===== src/rtl/multicycle_controller_pkg.sv =====
// Shared definitions for the multicycle controller.
// Holds the FSM state enumeration, instruction class and control-type
// encodings, datapath mux select encodings, the registered output bundle
// and the conditional-branch evaluation helper.
package multicycle_controller_pkg;

  typedef enum logic [2:0] {
    S_FETCH,
    S_DECODE,
    S_EXEC,
    S_MEM,
    S_WB
  } state_t;

  typedef enum logic [2:0] {
    CLS_ALU_R,
    CLS_ALU_I,
    CLS_SHIFT,
    CLS_MEM,
    CLS_CTRL
  } instr_class_t;

  typedef enum logic [2:0] {
    CT_JMP = 3'd0,
    CT_JSB = 3'd1,
    CT_RET = 3'd2,
    CT_NOP = 3'd3,
    CT_BZ  = 3'd4,
    CT_BNZ = 3'd5,
    CT_BC  = 3'd6,
    CT_BNC = 3'd7
  } ctrl_type_t;

  // PC input mux
  localparam logic [1:0] PC_SEL_INC  = 2'd0;  // PC+1
  localparam logic [1:0] PC_SEL_DISP = 2'd1;  // PC+1+disp
  localparam logic [1:0] PC_SEL_ABS  = 2'd2;  // instr[11:0]

  // Register-file write data mux
  localparam logic [1:0] WD_SEL_ALU   = 2'd0;
  localparam logic [1:0] WD_SEL_SHIFT = 2'd1;
  localparam logic [1:0] WD_SEL_MEM   = 2'd2;

  // Register-file read port 2 address mux
  localparam logic RR2_SEL_RD = 1'b0;  // instr[13:11]
  localparam logic RR2_SEL_RT = 1'b1;  // instr[7:5]

  // ALU B input mux
  localparam logic ALUB_SEL_IMM = 1'b0;
  localparam logic ALUB_SEL_REG = 1'b1;

  typedef struct packed {
    logic       pc_en;
    logic       c_en;
    logic       z_en;
    logic       reg_write;
    logic       mem_write;
    logic       mem_read;
    logic       push;
    logic       pop;
    logic       ret;
    logic       rr2_sel;
    logic       alub_sel;
    logic [2:0] alu_op;
    logic [1:0] shro_op;
    logic [1:0] wd_sel;
    logic [1:0] pc_sel;
    logic       instr_done;
  } ctrl_out_t;

  function automatic logic branch_taken(input ctrl_type_t ct, input logic c, input logic z);
    logic taken;
    taken = 1'b0;
    case (ct)
      CT_BZ:   taken = z;
      CT_BNZ:  taken = ~z;
      CT_BC:   taken = c;
      CT_BNC:  taken = ~c;
      default: taken = 1'b0;
    endcase
    return taken;
  endfunction

endpackage


===== src/rtl/multicycle_controller_if.sv =====
// Controller <-> datapath bundle.
// master: the controller (reads instruction and flags, drives strobes/selects).
// slave:  the datapath (drives instruction and flags, consumes strobes/selects).
interface multicycle_controller_if;
  logic [18:0] instruction;
  logic        COutput;
  logic        ZOutput;
  logic        pcEn;
  logic        CEn;
  logic        ZEn;
  logic        regWrite;
  logic        DMMemWrite;
  logic        DMMemRead;
  logic        push;
  logic        pop;
  logic        RET;
  logic        regFileReadRegister2Select;
  logic        ALUBInputSelect;
  logic [2:0]  ALUOperation;
  logic [1:0]  SHROOperation;
  logic [1:0]  regFileWriteDataSelect;
  logic [1:0]  pc3inputMuxSelectAddress;
  logic        instrDone;

  modport master (
    input  instruction, COutput, ZOutput,
    output pcEn, CEn, ZEn, regWrite, DMMemWrite, DMMemRead, push, pop, RET,
           regFileReadRegister2Select, ALUBInputSelect, ALUOperation,
           SHROOperation, regFileWriteDataSelect, pc3inputMuxSelectAddress,
           instrDone
  );

  modport slave (
    output instruction, COutput, ZOutput,
    input  pcEn, CEn, ZEn, regWrite, DMMemWrite, DMMemRead, push, pop, RET,
           regFileReadRegister2Select, ALUBInputSelect, ALUOperation,
           SHROOperation, regFileWriteDataSelect, pc3inputMuxSelectAddress,
           instrDone
  );
endinterface


===== src/rtl/instr_decode.sv =====
// Combinational opcode decode.
// Ports:
//   opcode      in  7  instruction[18:12]
//   instr_class out    ALU R-type / ALU immediate / shift / memory / control
//   is_store    out 1  memory class: 0 = LM, 1 = SM
//   ctrl_type   out    control class sub-type
//   alu_op      out 3  instruction[16:14]
//   shro_op     out 2  instruction[15:14]
module instr_decode
  import multicycle_controller_pkg::*;
(
  input  logic [6:0]   opcode,
  output instr_class_t instr_class,
  output logic         is_store,
  output ctrl_type_t   ctrl_type,
  output logic [2:0]   alu_op,
  output logic [1:0]   shro_op
);

  always_comb begin
    instr_class = CLS_CTRL;
    if (opcode[6:5] == 2'b00)
      instr_class = CLS_ALU_R;
    else if (opcode[6:5] == 2'b01)
      instr_class = CLS_ALU_I;
    else if (opcode[6:4] == 3'b110)
      instr_class = CLS_SHIFT;
    else if (opcode[6:3] == 4'b1110)
      instr_class = CLS_MEM;
  end

  assign is_store  = opcode[2];
  assign ctrl_type = ctrl_type_t'(opcode[2:0]);
  assign alu_op    = opcode[4:2];
  assign shro_op   = opcode[3:2];

endmodule


===== src/rtl/multicycle_controller.sv =====
// Multicycle FSM controller: FETCH -> DECODE -> EXEC [-> MEM [-> WB]].
// Ports:
//   clk  in  sole clock, rising edge
//   rst  in  asynchronous active-high reset; returns to FETCH with all outputs 0
//   bus  master modport of multicycle_controller_if (instruction, flags,
//        datapath strobes, mux selects, instrDone)
// Every output is a register loaded on the edge entering the state it belongs
// to, so the branch flags are captured on the edge that enters EXEC.
module multicycle_controller
  import multicycle_controller_pkg::*;
(
  input  logic                   clk,
  input  logic                   rst,
  multicycle_controller_if.master bus
);

  state_t       state;
  ctrl_out_t    out_q;
  instr_class_t instr_class;
  logic         is_store;
  ctrl_type_t   ctrl_type;
  logic [2:0]   alu_op;
  logic [1:0]   shro_op;

  // Operand fields are consumed by the datapath, not the controller.
  logic unused_operand_bits;
  assign unused_operand_bits = ^bus.instruction[11:0];

  instr_decode u_decode (
    .opcode      (bus.instruction[18:12]),
    .instr_class (instr_class),
    .is_store    (is_store),
    .ctrl_type   (ctrl_type),
    .alu_op      (alu_op),
    .shro_op     (shro_op)
  );

  function automatic ctrl_out_t exec_outputs(
    input instr_class_t cls,
    input ctrl_type_t   ct,
    input logic [2:0]   aop,
    input logic [1:0]   sop,
    input logic         c,
    input logic         z
  );
    ctrl_out_t o;
    o = '0;
    case (cls)
      CLS_ALU_R, CLS_ALU_I: begin
        o.alu_op    = aop;
        o.alub_sel  = (cls == CLS_ALU_R) ? ALUB_SEL_REG : ALUB_SEL_IMM;
        o.rr2_sel   = RR2_SEL_RT;
        o.reg_write = 1'b1;
        o.c_en      = 1'b1;
        o.z_en      = 1'b1;
        o.wd_sel    = WD_SEL_ALU;
        o.pc_en     = 1'b1;
      end
      CLS_SHIFT: begin
        o.shro_op   = sop;
        o.wd_sel    = WD_SEL_SHIFT;
        o.reg_write = 1'b1;
        o.pc_en     = 1'b1;
      end
      CLS_CTRL: begin
        o.pc_en = 1'b1;
        case (ct)
          CT_JMP: o.pc_sel = PC_SEL_ABS;
          CT_JSB: begin
            o.pc_sel = PC_SEL_ABS;
            o.push   = 1'b1;
          end
          CT_RET: begin
            o.ret = 1'b1;
            o.pop = 1'b1;
          end
          CT_NOP: o.pc_sel = PC_SEL_INC;
          default: o.pc_sel = branch_taken(ct, c, z) ? PC_SEL_DISP : PC_SEL_INC;
        endcase
      end
      default: ;  // memory instructions idle in EXEC
    endcase
    o.instr_done = o.pc_en;
    return o;
  endfunction

  function automatic ctrl_out_t mem_outputs(input logic store);
    ctrl_out_t o;
    o = '0;
    if (store) begin
      o.rr2_sel    = RR2_SEL_RD;
      o.mem_write  = 1'b1;
      o.pc_en      = 1'b1;
      o.instr_done = 1'b1;
    end else begin
      o.mem_read = 1'b1;
    end
    return o;
  endfunction

  function automatic ctrl_out_t wb_outputs();
    ctrl_out_t o;
    o = '0;
    o.mem_read   = 1'b1;
    o.wd_sel     = WD_SEL_MEM;
    o.reg_write  = 1'b1;
    o.pc_en      = 1'b1;
    o.instr_done = 1'b1;
    return o;
  endfunction

  always_ff @(posedge clk or posedge rst) begin
    if (rst) begin
      state <= S_FETCH;
      out_q <= '0;
    end else begin
      out_q <= '0;
      unique case (state)
        S_FETCH: state <= S_DECODE;
        S_DECODE: begin
          state <= S_EXEC;
          out_q <= exec_outputs(instr_class, ctrl_type, alu_op, shro_op,
                                bus.COutput, bus.ZOutput);
        end
        S_EXEC: begin
          if (instr_class == CLS_MEM) begin
            state <= S_MEM;
            out_q <= mem_outputs(is_store);
          end else begin
            state <= S_FETCH;
          end
        end
        S_MEM: begin
          if (!is_store) begin
            state <= S_WB;
            out_q <= wb_outputs();
          end else begin
            state <= S_FETCH;
          end
        end
        S_WB:    state <= S_FETCH;
        default: state <= S_FETCH;
      endcase
    end
  end

  assign bus.pcEn                       = out_q.pc_en;
  assign bus.CEn                        = out_q.c_en;
  assign bus.ZEn                        = out_q.z_en;
  assign bus.regWrite                   = out_q.reg_write;
  assign bus.DMMemWrite                 = out_q.mem_write;
  assign bus.DMMemRead                  = out_q.mem_read;
  assign bus.push                       = out_q.push;
  assign bus.pop                        = out_q.pop;
  assign bus.RET                        = out_q.ret;
  assign bus.regFileReadRegister2Select = out_q.rr2_sel;
  assign bus.ALUBInputSelect            = out_q.alub_sel;
  assign bus.ALUOperation               = out_q.alu_op;
  assign bus.SHROOperation              = out_q.shro_op;
  assign bus.regFileWriteDataSelect     = out_q.wd_sel;
  assign bus.pc3inputMuxSelectAddress   = out_q.pc_sel;
  assign bus.instrDone                  = out_q.instr_done;

endmodule


===== src/flat_wrapper.sv =====
// flat-port wrapper written by rule: the top's interface ports become plain ports
module multicycle_controller_flat import multicycle_controller_pkg::*;
  (clk, rst, bus_instruction, bus_COutput, bus_ZOutput, bus_pcEn, bus_CEn, bus_ZEn, bus_regWrite, bus_DMMemWrite, bus_DMMemRead, bus_push, bus_pop, bus_RET, bus_regFileReadRegister2Select, bus_ALUBInputSelect, bus_ALUOperation, bus_SHROOperation, bus_regFileWriteDataSelect, bus_pc3inputMuxSelectAddress, bus_instrDone);
  multicycle_controller_if bus_i ();
  input  logic clk;
  input  logic rst;
  input wire logic [$bits(bus_i.instruction)-1:0] bus_instruction;
  input wire logic [$bits(bus_i.COutput)-1:0] bus_COutput;
  input wire logic [$bits(bus_i.ZOutput)-1:0] bus_ZOutput;
  output wire logic [$bits(bus_i.pcEn)-1:0] bus_pcEn;
  output wire logic [$bits(bus_i.CEn)-1:0] bus_CEn;
  output wire logic [$bits(bus_i.ZEn)-1:0] bus_ZEn;
  output wire logic [$bits(bus_i.regWrite)-1:0] bus_regWrite;
  output wire logic [$bits(bus_i.DMMemWrite)-1:0] bus_DMMemWrite;
  output wire logic [$bits(bus_i.DMMemRead)-1:0] bus_DMMemRead;
  output wire logic [$bits(bus_i.push)-1:0] bus_push;
  output wire logic [$bits(bus_i.pop)-1:0] bus_pop;
  output wire logic [$bits(bus_i.RET)-1:0] bus_RET;
  output wire logic [$bits(bus_i.regFileReadRegister2Select)-1:0] bus_regFileReadRegister2Select;
  output wire logic [$bits(bus_i.ALUBInputSelect)-1:0] bus_ALUBInputSelect;
  output wire logic [$bits(bus_i.ALUOperation)-1:0] bus_ALUOperation;
  output wire logic [$bits(bus_i.SHROOperation)-1:0] bus_SHROOperation;
  output wire logic [$bits(bus_i.regFileWriteDataSelect)-1:0] bus_regFileWriteDataSelect;
  output wire logic [$bits(bus_i.pc3inputMuxSelectAddress)-1:0] bus_pc3inputMuxSelectAddress;
  output wire logic [$bits(bus_i.instrDone)-1:0] bus_instrDone;
  assign bus_i.instruction = bus_instruction;
  assign bus_i.COutput = bus_COutput;
  assign bus_i.ZOutput = bus_ZOutput;
  assign bus_pcEn = bus_i.pcEn;
  assign bus_CEn = bus_i.CEn;
  assign bus_ZEn = bus_i.ZEn;
  assign bus_regWrite = bus_i.regWrite;
  assign bus_DMMemWrite = bus_i.DMMemWrite;
  assign bus_DMMemRead = bus_i.DMMemRead;
  assign bus_push = bus_i.push;
  assign bus_pop = bus_i.pop;
  assign bus_RET = bus_i.RET;
  assign bus_regFileReadRegister2Select = bus_i.regFileReadRegister2Select;
  assign bus_ALUBInputSelect = bus_i.ALUBInputSelect;
  assign bus_ALUOperation = bus_i.ALUOperation;
  assign bus_SHROOperation = bus_i.SHROOperation;
  assign bus_regFileWriteDataSelect = bus_i.regFileWriteDataSelect;
  assign bus_pc3inputMuxSelectAddress = bus_i.pc3inputMuxSelectAddress;
  assign bus_instrDone = bus_i.instrDone;
  multicycle_controller u_core (.clk(clk), .rst(rst), .bus(bus_i));
endmodule

===== config.mk =====
export PLATFORM = sky130hd
export DESIGN_NAME = multicycle_controller_flat
export DESIGN_NICKNAME = d
export VERILOG_FILES = /design/src/rtl/multicycle_controller_pkg.sv /design/src/rtl/multicycle_controller_if.sv /design/src/rtl/instr_decode.sv /design/src/rtl/multicycle_controller.sv /design/src/flat_wrapper.sv
export SDC_FILE = /design/constraint.sdc
export NUM_CORES = 1
export LEC_CHECK = 0
export BUFFER_PORTS_ARGS = -buffer_cell sky130_fd_sc_hd__buf_2
export CELL_PAD_IN_SITES_DETAIL_PLACEMENT = 0
export CELL_PAD_IN_SITES_GLOBAL_PLACEMENT = 1
export CORE_MARGIN = 1
export CORE_UTILIZATION = 32
export CTS_CLUSTER_DIAMETER = 80
export DETAILED_ROUTE_END_ITERATION = 12
export HOLD_SLACK_MARGIN = 0.05
export MAX_ROUTING_LAYER = met4
export PLACE_DENSITY = 0.85
export SYNTH_ARGS = -nofsm -noshare
export SYNTH_HDL_FRONTEND = slang
export SYNTH_SLANG_ARGS = --single-unit

===== constraint.sdc =====
create_clock -name clk -period 1.36 [get_ports clk]
set_input_delay 0.272 -clock clk [delete_from_list [all_inputs] [get_ports clk]]
set_output_delay 0.272 -clock clk [all_outputs]
set_load 0.02 [all_outputs]

Word level (Yosys, flattened, before mapping)
Index checks and enable logic that the tools add are counted.
{ "totals": {"reg_bits": 24, "inputBits": 23, "output_inout_bits": 21, "elab_cells": 75} }
{ "op_classes": {"n_eq_ne": 17, "mux": 29, "bitwise_logic": 2, "reduce_logical": 10} }
{ "ops": {"columns": ["operator", "count"], "rows": [
  ["case mux 21 bit (3 select lines)", 1],
  ["two-way mux 21 bit", 2],
  ["equality test 3 x 2 -> 1 bit, second input constant", 6],
  ["equality test 3 bit, second input constant", 6],
  ["two-way mux 3 bit", 6],
  ["case mux 3 bit (4 select lines)", 1],
  ["two-way mux 1 bit", 11],
  ["two-way mux 2 bit", 5],
  ["equality test 3 x 1 -> 1 bit, second input constant", 3],
  ["logical NOT 3 bit", 3],
  ["OR reduction 4 bit", 2],
  ["OR reduction 2 bit", 3],
  ["two-way mux 5 bit", 1],
  ["equality test 4 bit, second input constant", 1],
  ["case mux 1 bit (4 select lines)", 1],
  ["case mux 2 bit (2 select lines)", 1],
  ["OR reduction 3 bit", 1],
  ["equality test 2 x 1 -> 1 bit, second input constant", 1],
  ["logical NOT 2 bit", 1],
  ["NOT 1 bit", 2]
]} }

Depth between registers and ports, before layout
{ "depth": {"ltp_word": 12, "mapped_depth": 4, "mapped_depth_nobuf": 3} }

By module
From an unflattened synthesis, not the netlist that was laid out.
{ "unflattened": {"hier_cells": 73, "hier_area_um2": 875.8} }
{ "modules_own_cells": {"columns": ["module", "instances", "cells_each", "area_per_inst_um2", "seq_area_each_um2"], "rows": [
  ["multicycle_controller", 1, 59, 777.0, 500.5],
  ["instr_decode", 1, 14, 98.8, 0.0]
]} }

Worst setup path after synthesis
Ideal clock, no wire load.
{ "synth_timing": {"path_type": "register to register", "start": "reg u_core.state[2]", "end": "reg u_core.out_q (netlist bit u_core.bus.push)", "setup_ps": 67, "arrival_time_ps": 1113, "setup_slack_ps": 180, "stages_incl_launch_ff": 5, "period_less_slack_ps": 1180, "cell_sequence": "dfrtp_1 buf_4 nand4bb_4 a211oi_2 and3b_1"} }
{ "synth_between": {"elab_chain_cells": 2, "word_cells_on_any_way": 4, "cone_classes": "eq/ne: 3; mux: 1"} }
{ "synth_lines": {"columns": ["item", "line_no", "rtl"], "rows": [
  ["from (decl)", "multicycle_controller.sv:17", "state_t state;"],
  ["from (signal assigned)", "multicycle_controller.sv:114", "state <= S_FETCH;"],
  ["from (signal assigned)", "multicycle_controller.sv:119", "S_FETCH: state <= S_DECODE;"],
  ["from (signal assigned)", "multicycle_controller.sv:121", "state <= S_EXEC;"],
  ["equality test 3 x 2 -> 1 bit / equality test 3 x 1 -> 1 bit (equally long branches)", "multicycle_controller.sv:118", "unique case (state)"],
  ["case mux 21 bit (3 select lines) *", "multicycle_controller.sv:118", null],
  ["to (signal assigned)", "multicycle_controller.sv:122", "out_q <= exec_outputs(instr_class, ctrl_type, alu_op, shro_op,"],
  ["to (signal assigned)", "multicycle_controller.sv:128", "out_q <= mem_outputs(is_store);"],
  ["to (signal assigned)", "multicycle_controller.sv:136", "out_q <= wb_outputs();"],
  ["to (decl)", "multicycle_controller.sv:18", "ctrl_out_t out_q;"]
]} }
Mark *: on every way between the ends. The rest lies on a longest branch, timed or not.

Worst setup path after layout
{ "layout_timing": {"start": "reg u_core.state[0]", "end": "reg u_core.out_q (netlist bit u_core.bus.instrDone)"} }
Same word-level chain as after synthesis.

==> out/results.txt <==
outcome = complete, no violations
syn_area_per_cell = 13.62 sq um
Post-Place Cell Area = 984.7 sq um
worst min path class = in -> reg
Simple-Gate Fraction of Synth Area = 0.2527
Gate power share = 0.343
pwr dens = 1561 nW/um^2
Yosys top cell area share = 0.6126
via-per-instance ratio = 4.908
final WL = 1507 microns
initial antenna violation count = 0
WHS = 171.1 ps
share of layout cells above drive strength 1 = 0.4674
Clock Latency Late Sink = 290 ps
Leak = 0.5447 nW
Clock Tree Buf Depth = 2
Worst-Margin Slew = 320.7 ps
first-pass GRT wire length = 2449 microns
number of global-route vias before repair = 567
Seq/Total Area, Yosys = 0.6126
YS warnings = 0
total CTS buffers = 3
final hold vios = 0
Net Sw Frac = 0.3595
synthesized net count = 83
Ports = 44
Worst Slack Setup Final = 132.9 ps
Routed Antenna Nets = 0
nets = 117
final setup violation count = 0
total power = 1.588 mW
Final HPWL DP = 1116 microns
row cnt = 17
RSZ-0062 raised after global routing = no
maximum resistive drop on vdd = 0.0006261 V
Finished Cell Area = 1017 sq um
CP Class = reg -> reg
Yosys reg bits = 20
Post-Synthesis Cells = 60
Worst Setup End Kind = flip-flop
Die Y = 52.53 microns
die width = 52.53 microns
Die ar. = 2759 sq um
Slew Viols, Final = 0
drt pass-1 iters = 2
Clock Sinks = 20
largest family of logic cells by synthesized area = simple AND/OR/NAND/NOR gates
internal power = 1.017 mW
fmax = 815.0 MHz
GRT Util Overall = 0.1311
IO Port Bufs = 31
htree depth = 1
cts repair resizes = 0
Netlist cell types = 27
pin count of the biggest net entering global routing = 21
post-synthesis mux area share = 0.01225
Post-CTS Setup Repair Bufs = 0
Arr. time, crit path = 1400 ps
Placeable Area = 2318 sq um
fin crit share = 0.9022
Max-Cap Viols = 0
Clk pwr share = 0.166
post-synthesis compound-gate area fraction = 0.05666
RD Place Congestion = 0.8540
Yosys top cell by area = dfrtp_1
initial core utilization = 0.3524
Setup Skew = 8.257 ps
Layout area overhead = 24.50%
fin crit period = 1227 ps
Seq pwr share = 0.490
Starting DRT DRC Count = 6
main area contributors after synthesis = dfrtp_1 61%, buf_4 4.6%, nand4bb_4 3.4%, and2_1 2.3%, and3b_1 2.1%
Adder-Cell Fraction of Synth Area = 0
Mapped Area = 817.0 sq um
clock transition at the registers of the reported paths = 100 ps
Switch Pwr = 570.9 uW
CTS root buffer = clkbuf_4
total grt overflow = 0
Slew headroom = 0.7862
setup TNS = 0 ps
Remaining DRCs = 0
antenna cells = 0
via count = 589
CTS tree = done
XOR/XNOR share of the synthesized area = 0.01072
drt wl/cell = 12.56 microns
CP Max Fanout = 8
pre-CTS setup slack = 119.2 ps
WP data required = 1530 ps
startpoint types = flip-flop
worst paths after layout:
| check | startpoint | end | slack, ps | cells past startpoint |
|---|---|---|---|---|
| worst max-delay path | u_core.state[0] | u_core.bus.instrDone | 130 | 3 |
| worst min-delay path | bus_instruction[13] | u_core.bus.pc3inputMuxSelectAddress[1] | 170 | 2 |
| worst max register to register | u_core.state[0] | u_core.bus.instrDone | 130 | 3 |
| worst min register to register | u_core.state[2] | u_core.state[1] | 510 | 1 |
| max in group asynchronous | rst | u_core.bus.instrDone | 630 | 4 |
| min in group asynchronous | rst | u_core.bus.ALUOperation[2] | 520 | 4 |
kinds of logic after synthesis:
family / count (synthesis)
xor+xnor: 1
compound gates: 5
buf+inv: 7
simple gates: 26
flops: 20
mux: 1
repair_timing:
item,in CTS,in global routing
hold buffers,1,0
endpoints found under the setup margin,0,0
hold endpoints to repair,20,0
power groups by stage:
stage	sequential, mW	clock [mW]	combinational [mW]
2_1_floorplan	0.877	0	0.316
3_3_place_gp	0.788	0	0.527
3_5_place_dp	0.791	0	0.543
4_1_cts	0.778	0.272	0.549
5_1_grt	0.790	0.300	0.595
6_report	0.779	0.264	0.545
state kept, by name, summed over array words and instances (netlist names):
name,cells
u_core.bus.ALUOperation,3
u_core.state,3
u_core.bus.SHROOperation,2
u_core.bus.pc3inputMuxSelectAddress,2
u_core.bus.regFileWriteDataSelect,2
u_core.bus.ALUBInputSelect,1
u_core.bus.DMMemRead,1
u_core.bus.DMMemWrite,1
u_core.bus.instrDone,1
u_core.bus.pop,1
u_core.bus.push,1
u_core.bus.regFileReadRegister2Select,1
u_core.bus.regWrite,1
placed cells by master, fill, tap and decap left out, drive strengths merged:
master       synthesis  final
inv                  2      2
o32ai                1      1
buf                  5     33
and4b                1      1
mux2i                1      1
nor2                 2      2
a211oi               3      3
clkbuf               0      3
dfrtp               20     20
nor2b                1      1
and2                 3      3
or3                  1      1
nand4bb              1      1
nor4                 3      3
nand2                1      1
nor3                 4      4
nand4b               1      1
nor3b                2      2
and3b                2      2
nand2b               3      3
or2                  1      1
dlygate4sd3          0      1
a2111oi              1      1
xor2                 1      1
final cells by class:
cell class | count | area, sq um
timing repair buffer | 34 | 180.2
multi-input combinational | 33 | 271.5
fill | 226 | 1301
clock buffer | 3 | 22.52
tap | 28 | 35.03
inverter | 2 | 7.507
sequential | 20 | 500.5
per-stage QoR:
stage	util	cells
final	0.4387	120
after global placement	0.4247	116
after global routing	0.4387	120
after CTS	0.4387	120
after floorplan	-	60
after detailed placement	0.4247	116
layer usage:
layer	track usage	wire length, microns
met4	0.09649	41
met1	0.1554	653
met5	-	0
met2	0.1920	721
met3	0.03188	90
cells in the mapped netlist (all sizes together):
cell	n
nor2	2
a211oi	3
nor2b	1
nor3	4
a2111oi	1
xor2	1
inv	2
nand2	1
and2	3
buf	5
o32ai	1
nor3b	2
or2	1
nand4b	1
mux2i	1
dfrtp	20
and3b	2
nand4bb	1
and4b	1
or3	1
nand2b	3
nor4	3
worst max-delay path: stages, from the launching register on:
cell and delay (ps):
dfrtp_1 500, nand2b_2 190, nor3_1 80, or3_1 340
Power figures use the tool's default switching activity.
